**src/rtl/serial_nibble_loader_pkg.sv**
```systemverilog
// Shared types and constants for the serial nibble loader.
// LOADER_PARITY_EN adds one even-parity bit after each word.
package loader_pkg;

   typedef enum logic [1:0] {IDLE, SHIFT, HOLD} loader_state_t;

   localparam int DEFAULT_WIDTH = 4;

`ifdef LOADER_PARITY_EN
   localparam int PARITY_BITS = 1;
`else
   localparam int PARITY_BITS = 0;
`endif

endpackage

```
**src/rtl/serial_nibble_loader_shift_reg.sv**
```systemverilog
// Serial-in shift register for the nibble loader. With LOOKAHEAD set, the
// word output already includes din, so the final bit can be captured on its own edge.
module nibble_shift_reg
   import loader_pkg::*;
#(
   parameter int WIDTH     = DEFAULT_WIDTH,
   parameter bit MSB_FIRST = 1'b1,
   parameter bit LOOKAHEAD = 1'b0
) (
   input  logic             clk,
   input  logic             rst_n,
   input  logic             shift_en,
   input  logic             clear,
   input  logic             din,
   output logic [WIDTH-1:0] word
);

   generate
      if (LOOKAHEAD) begin : g_la
         // The last bit never needs storing, so only WIDTH-1 bits are held.
         logic [WIDTH-2:0] r_sr;
         logic [WIDTH-1:0] w_shifted;

         assign w_shifted = MSB_FIRST ? {r_sr, din} : {din, r_sr};
         assign word      = w_shifted;

         always_ff @(posedge clk or negedge rst_n) begin
            if (!rst_n) begin
               r_sr <= '0;
            end else if (clear) begin
               r_sr <= '0;
            end else if (shift_en) begin
               r_sr <= MSB_FIRST ? w_shifted[WIDTH-2:0] : w_shifted[WIDTH-1:1];
            end
         end
      end else begin : g_reg
         logic [WIDTH-1:0] r_sr;
         logic [WIDTH-1:0] w_shifted;

         assign w_shifted = MSB_FIRST ? {r_sr[WIDTH-2:0], din} : {din, r_sr[WIDTH-1:1]};
         assign word      = r_sr;

         always_ff @(posedge clk or negedge rst_n) begin
            if (!rst_n) begin
               r_sr <= '0;
            end else if (clear) begin
               r_sr <= '0;
            end else if (shift_en) begin
               r_sr <= w_shifted;
            end
         end
      end
   endgenerate

endmodule

```
**src/rtl/serial_nibble_loader.sv**
```systemverilog
// Serial-to-parallel loader feeding the 4-bit register stage.
// Optional even-parity check after each word under LOADER_PARITY_EN.
//
// state | meaning
// IDLE  | no bits of the current word received yet
// SHIFT | collecting data (and parity) bits
// HOLD  | complete word presented, waiting for nib_ready
module serial_nibble_loader
   import loader_pkg::*;
#(
   parameter int WIDTH     = DEFAULT_WIDTH,
   parameter bit MSB_FIRST = 1'b1
) (
   input  logic                                    clk,
   input  logic                                    rest,
   input  logic                                    sin_valid,
   input  logic                                    sin_data,
   output logic                                    sin_ready,
   output logic                                    nib_valid,
   output logic [WIDTH-1:0]                        nib_data,
   input  logic                                    nib_ready,
   output logic [$clog2(WIDTH+1+PARITY_BITS)-1:0]  bit_cnt,
   output logic                                    busy
`ifdef LOADER_PARITY_EN
   ,
   output logic                                    par_err
`endif
);

   localparam int CNT_W = $clog2(WIDTH + 1 + PARITY_BITS);
   localparam logic [CNT_W-1:0] DATA_CNT  = CNT_W'(WIDTH);
   localparam logic [CNT_W-1:0] FINAL_IDX = CNT_W'(WIDTH + PARITY_BITS - 1);

   logic [1:0]       r_rst_sync;
   logic             w_rst_n;
   loader_state_t    r_state, w_state_nxt;
   logic [CNT_W-1:0] r_bit_cnt, w_bit_cnt_nxt;
   logic [WIDTH-1:0] r_nib_data, w_sr_word;
   logic             w_sin_ready, w_shift_en, w_clear, w_load;

   // Reset asserts immediately, releases two edges after rest rises.
   always_ff @(posedge clk or negedge rest) begin
      if (!rest) r_rst_sync <= 2'b00;
      else       r_rst_sync <= {r_rst_sync[0], 1'b1};
   end
   assign w_rst_n = r_rst_sync[1];

   nibble_shift_reg #(
      .WIDTH     (WIDTH),
      .MSB_FIRST (MSB_FIRST),
      .LOOKAHEAD (PARITY_BITS == 0)
   ) u_shift_reg (
      .clk      (clk),
      .rst_n    (w_rst_n),
      .shift_en (w_shift_en),
      .clear    (w_clear),
      .din      (sin_data),
      .word     (w_sr_word)
   );

`ifdef LOADER_PARITY_EN
   logic w_par_fail, r_par_err;
`endif

   always_comb begin
      w_state_nxt   = r_state;
      w_bit_cnt_nxt = r_bit_cnt;
      w_sin_ready   = 1'b0;
      w_shift_en    = 1'b0;
      w_clear       = 1'b0;
      w_load        = 1'b0;
`ifdef LOADER_PARITY_EN
      w_par_fail    = 1'b0;
`endif
      case (r_state)
         IDLE, SHIFT: begin
            w_sin_ready = 1'b1;
            if (sin_valid) begin
               w_state_nxt   = SHIFT;
               w_bit_cnt_nxt = r_bit_cnt + CNT_W'(1);
               w_shift_en    = (r_bit_cnt < DATA_CNT);
               if (r_bit_cnt == FINAL_IDX) begin
                  w_clear = 1'b1;
`ifdef LOADER_PARITY_EN
                  if (^{w_sr_word, sin_data}) begin
                     w_par_fail    = 1'b1;
                     w_state_nxt   = IDLE;
                     w_bit_cnt_nxt = '0;
                  end else begin
                     w_load      = 1'b1;
                     w_state_nxt = HOLD;
                  end
`else
                  w_load      = 1'b1;
                  w_state_nxt = HOLD;
`endif
               end
            end
         end
         HOLD: begin
            if (nib_ready) begin
               w_state_nxt   = IDLE;
               w_bit_cnt_nxt = '0;
            end
         end
         default: begin
            w_state_nxt   = IDLE;
            w_bit_cnt_nxt = '0;
         end
      endcase
   end

   always_ff @(posedge clk or negedge w_rst_n) begin
      if (!w_rst_n) begin
         r_state    <= IDLE;
         r_bit_cnt  <= '0;
         r_nib_data <= '0;
      end else begin
         r_state   <= w_state_nxt;
         r_bit_cnt <= w_bit_cnt_nxt;
         if (w_load) r_nib_data <= w_sr_word;
      end
   end

`ifdef LOADER_PARITY_EN
   always_ff @(posedge clk or negedge w_rst_n) begin
      if (!w_rst_n) r_par_err <= 1'b0;
      else          r_par_err <= w_par_fail;
   end
   assign par_err = r_par_err;
`endif

   assign sin_ready = w_sin_ready;
   assign nib_valid = (r_state == HOLD);
   assign nib_data  = r_nib_data;
   assign bit_cnt   = r_bit_cnt;
   assign busy      = (r_state != IDLE);

endmodule
```
**config.mk**
```make
export PLATFORM = sky130hd
export DESIGN_NAME = serial_nibble_loader
export DESIGN_NICKNAME = d
export VERILOG_FILES = /design/src/rtl/serial_nibble_loader_pkg.sv /design/src/rtl/serial_nibble_loader_shift_reg.sv /design/src/rtl/serial_nibble_loader.sv
export SDC_FILE = /design/constraint.sdc
export NUM_CORES = 1
export LEC_CHECK = 0
export ABC_AREA = 1
export CELL_PAD_IN_SITES_DETAIL_PLACEMENT = 1
export CELL_PAD_IN_SITES_GLOBAL_PLACEMENT = 1
export CORE_MARGIN = 2
export CORE_UTILIZATION = 33
export DETAILED_ROUTE_END_ITERATION = 12
export GPL_ROUTABILITY_DRIVEN = 1
export GPL_TIMING_DRIVEN = 0
export PLACE_DENSITY = 0.81
export SLEW_MARGIN = 20
export SYNTH_ARGS = -nofsm -noshare
export SYNTH_HDL_FRONTEND = slang
export SYNTH_HIERARCHICAL = 1
export SYNTH_SLANG_ARGS = --single-unit
```
**constraint.sdc**
```tcl
create_clock -name clk -period 0.8 [get_ports clk]
set_input_delay 0.24 -clock clk [delete_from_list [all_inputs] [get_ports clk]]
set_output_delay 0.24 -clock clk [all_outputs]
set_load 0.05 [all_outputs]
```
==> results list <==
- The flow ran to the end, but the final reports show violations.
- Violated checks: negative setup slack
- Across all layers, the routed design uses 533 vias.
* Antenna fix cells: 0
- Proportion of synthesized flip-flops having asynchronous set or reset: 100%
- Synthesized Nets: 74
* Post-synthesis to final-layout area growth: 72.8%
* Number of global-route vias before repair: 549
- Cell with the most instances after synthesis: sky130_fd_sc_hd__nand2_1
- STA classifies the critical path endpoint as a primary output.
- Summing all multi-input logic gate instances after layout gives 320 um^2.
* Minimum period implied by the final worst setup slack: 1290 ps
* Number of hold buffers added after cts: 0
- Drt first-iter violations: 4
- Number of enable flip-flop cells after synthesis: 0
- The first detailed-routing pass ran for 2 iterations.
- The largest total area in the synthesized netlist belongs to sky130_fd_sc_hd__dfrtp_1.
- Die Height: 46.4 um
* Routed length on met3: 48 um
- Utilization after layout: 60.0%
- The min-delay analysis places its worst path in the category in2async.
* Antenna violations before repair: 0
* Count of synthesis-stage warnings from yosys: 6
* Overall Power: 3990 uW
* Fin nets: 102
- Area share of fa/ha/maj cells after synthesis: 4.22%
- Number of I/O port buffers: 14
- Wires add up to 1770 um.
- The tool flagged a number of max-cap violations equal to 0.
- Portion of total power attributed to the clock network: 13.1%
* Total standard cell area after synthesis: 593 um^2
- Floorplan Core Area: 1710 um^2
- Number of fill cells: 183
* Post-synthesis sequential element count: 14
* Number of pins exceeding their max-slew limit in the final report: 0
* Fraction of the mapped netlist area in compound gates: 1.05%
* Effective utilization at floorplan: 34.7%
- Pin count of the biggest net entering global routing: 13
- Count of H-tree levels built during CTS: 1
- Worst VDD drop: 0.00186 V
- In the synthesized netlist the dominant register cell turns out to be sky130_fd_sc_hd__dfrtp_1.
* Fraction of synthesized cell area taken by the top area cell type: 59.1%
* Dominant combinational cell family by area after synthesis: simple AND/OR/NAND/NOR gates
* Worst Max-Slew Pin Slew: 514 ps
- Cell internal power was estimated by the tool at 2160 uW.
- RSZ-0062 raised after global routing: true
- Summed over all nets, the switching power comes to 1830 uW.
- The worst setup path is of the reg2out kind.
- Once routing completed, OpenROAD measured the worst setup slack at -487 ps.
- Routed wire length per instance: 14.8 um
- Post-detail-place hpwl: 942 um
- IO Count: 15
- CTS tree: built
- Setup violations remaining at the end of the flow were counted as 22.
* Share of the yosys chip area belonging to registers: 59.1%
- PD cells: 3890 nW/um^2
- Number of distinct library cells after synthesis: 14
- Switching share of total power: 45.9%
- Fraction of final layout cells with drive strength greater than 1: 61.7%
* Achievable Freq: 0.777 GHz
- Number of hold-slack violations in the final timing report: 0
* Instance count of the mapped netlist: 67
* Largest driver fanout on the critical path: 4
- Clock-pin slew reported for the worst setup and hold paths after clock tree synthesis: 90 ps
* Avg Cell Area, Syn: 8.85 um^2
- Data on the critical path arrives at its endpoint at 1050 ps.
- In this run the horizontal extent of the chip is 46.4 um.
- Fraction of the cycle the final worst path needs: 161%
- The clock passes through at most 2 buffers.
* Final Skew: 0.928 ps
- Global-route total usage across every layer: 16.8%
- Detailed-route vias per instance: 4.48
* Total clock buffers created by CTS: 3
* Logic gate share of total power: 55.3%
- After Yosys synthesis, and, or, nand and nor cells account for 28.9% of the synthesized area.
- DRC violation count after routing: 0
- For this design, the sink count on the clock tree is 14.
* Final total negative setup slack: -7950 ps
* Required time of the worst setup path: 560 ps
* Commonest cells post-synth: sky130_fd_sc_hd__nand2_1 (30), sky130_fd_sc_hd__dfrtp_1 (14), sky130_fd_sc_hd__inv_1 (5), sky130_fd_sc_hd__nand3_1 (4)
- Leak pwr: 0.000514 uW
- Top area cells in the synthesized netlist: sky130_fd_sc_hd__dfrtp_1 (59%), sky130_fd_sc_hd__nand2_1 (19%), sky130_fd_sc_hd__ha_1 (4.2%)
- Across the whole layout, storage elements account for 359 um^2.
* Crit path launch type: flip-flop
- The routed design uses 993 um of met2 wire.
- The congestion estimate from routability-driven global placement came to 0.811.
- DIE AREA: 2150 um^2
* Synthesized-area fraction occupied by xor and xnor cells: 0%
- Measured against its own limit, the worst slew margin works out to 65.7%.
* Insertion delay of the later-clocked pin in the worst-skew pair: 280 ps
* Reg power frac: 31.6%
- Of the post-synthesis cell area, the part taken by muxes is 0%.
- The detailed router put a total of 684 um of wire on met1.
- Clock root buffer: sky130_fd_sc_hd__clkbuf_4
- The first global-routing pass estimated 2480 um of wire.
- Top sig layer: met4
* Residual antenna-violating net count after detailed routing: 0
- The floorplan has 15 rows.
- The worst register-to-register path has a setup slack of -440 ps.
- Summed over all layers, the global routing overflow is 0.
-- metal layers --
metal / vias to the layer above / track usage [%]
met2: 14 / 27.5
li1: 254 / -
met1: 261 / 20.0
met5: - / 0
met3: 4 / 3.92
met4: 0 / 9.71
-- what timing repair did --
action	CTS	global route
pin swaps	8	6
endpoints found under the setup margin	22	22
resized for setup	91	10
buffers inserted	8	4
-- critical path, cell delays in order (launching register included) --
cell,delay (ps)
sky130_fd_sc_hd__dfrtp_1,420
sky130_fd_sc_hd__inv_2,120
sky130_fd_sc_hd__nand2_2,70
sky130_fd_sc_hd__buf_6,150
-- stage by stage --
stage	instances	cell area [um^2]	hold WS, ps	worst slack (ps)
2_1_floorplan	67	644	-55.6	-446
3_3_place_gp	106	816	204	-754
3_5_place_dp	106	816	216	-788
4_1_cts	117	977	102	-429
5_1_grt	119	1020	91.8	-544
6_report	119	1020	104	-487
-- path summary, 6_finish.rpt --
check / end / cells after the start / start
setup / recovery: busy / 3 / r_state[1]$_DFFE_PN0P_
hold / removal: r_rst_sync[0]$_DFF_PN0_ / 1 / rest
setup reg to reg: u_shift_reg/g_la.r_sr[2]$_DFFE_PN0P_ / 7 / bit_cnt[1]$_DFFE_PN0P_
hold reg to reg: u_shift_reg/g_la.r_sr[0]$_DFFE_PN0P_ / 0 / r_rst_sync[1]$_DFF_PN0_
max in group asynchronous: bit_cnt[1]$_DFFE_PN0P_ / 0 / r_rst_sync[1]$_DFF_PN0_
min in group clk: r_rst_sync[1]$_DFF_PN0_ / 0 / r_rst_sync[0]$_DFF_PN0_
-- layout by cell type (no fill, tap or decap) --
cell type / synthesis / final
sky130_fd_sc_hd__dfrtp_2: 0 / 7
sky130_fd_sc_hd__or2_0: 2 / 2
sky130_fd_sc_hd__clkbuf_8: 0 / 1
sky130_fd_sc_hd__dfrtp_1: 14 / 7
sky130_fd_sc_hd__inv_2: 1 / 3
sky130_fd_sc_hd__inv_4: 1 / 1
sky130_fd_sc_hd__clkbuf_4: 0 / 3
sky130_fd_sc_hd__nand2_2: 1 / 9
sky130_fd_sc_hd__nand2_4: 0 / 5
sky130_fd_sc_hd__ha_4: 0 / 2
sky130_fd_sc_hd__nor2_2: 2 / 1
sky130_fd_sc_hd__dlygate4sd2_1: 0 / 1
sky130_fd_sc_hd__conb_1: 1 / 1
sky130_fd_sc_hd__nor2_4: 0 / 3
sky130_fd_sc_hd__buf_6: 0 / 14
sky130_fd_sc_hd__buf_4: 1 / 6
sky130_fd_sc_hd__clkdlybuf4s50_1: 0 / 3
sky130_fd_sc_hd__nand2_1: 30 / 17
sky130_fd_sc_hd__inv_8: 0 / 1
sky130_fd_sc_hd__o22ai_2: 0 / 1
sky130_fd_sc_hd__inv_1: 5 / 2
sky130_fd_sc_hd__nand3_1: 4 / 3
sky130_fd_sc_hd__nand3_2: 0 / 1
-- final cells by class --
cell class	count	area share, %
buffer	1	0.733
clock buffer	4	3.54
inverter	7	3.54
multi-input combinational	45	31.3
sequential	14	35.0
tap	25	3.05
timing repair buffer	23	22.8
-- flip-flops by register name (all words and copies together), names as in the netlist --
| register | flops |
|---|---|
| r_state | 2 |
| bit_cnt | 3 |
| nib_data | 4 |
| r_rst_sync | 2 |
| u_shift_reg/g_la.r_sr | 3 |
-- power groups by stage --
stage	sequential [uW]	combinational (uW)	clock, uW
5_1_grt	1300	2370	580
3_5_place_dp	1210	1720	0
3_3_place_gp	1200	1680	0
2_1_floorplan	1710	679	0
6_report	1260	2200	522
4_1_cts	1230	2020	529
-- kinds of logic (layout without fill, tap and decap cells) --
logic type,count (synthesis),after routing
other,1,1
AND/OR/NAND/NOR,41,41
adder cells (fa/ha/maj),2,2
AO/OA/AOI/OAI,1,1
flip-flops,14,14
buffers and inverters,8,35
No activity file was read; power rests on OpenSTA's default activity.
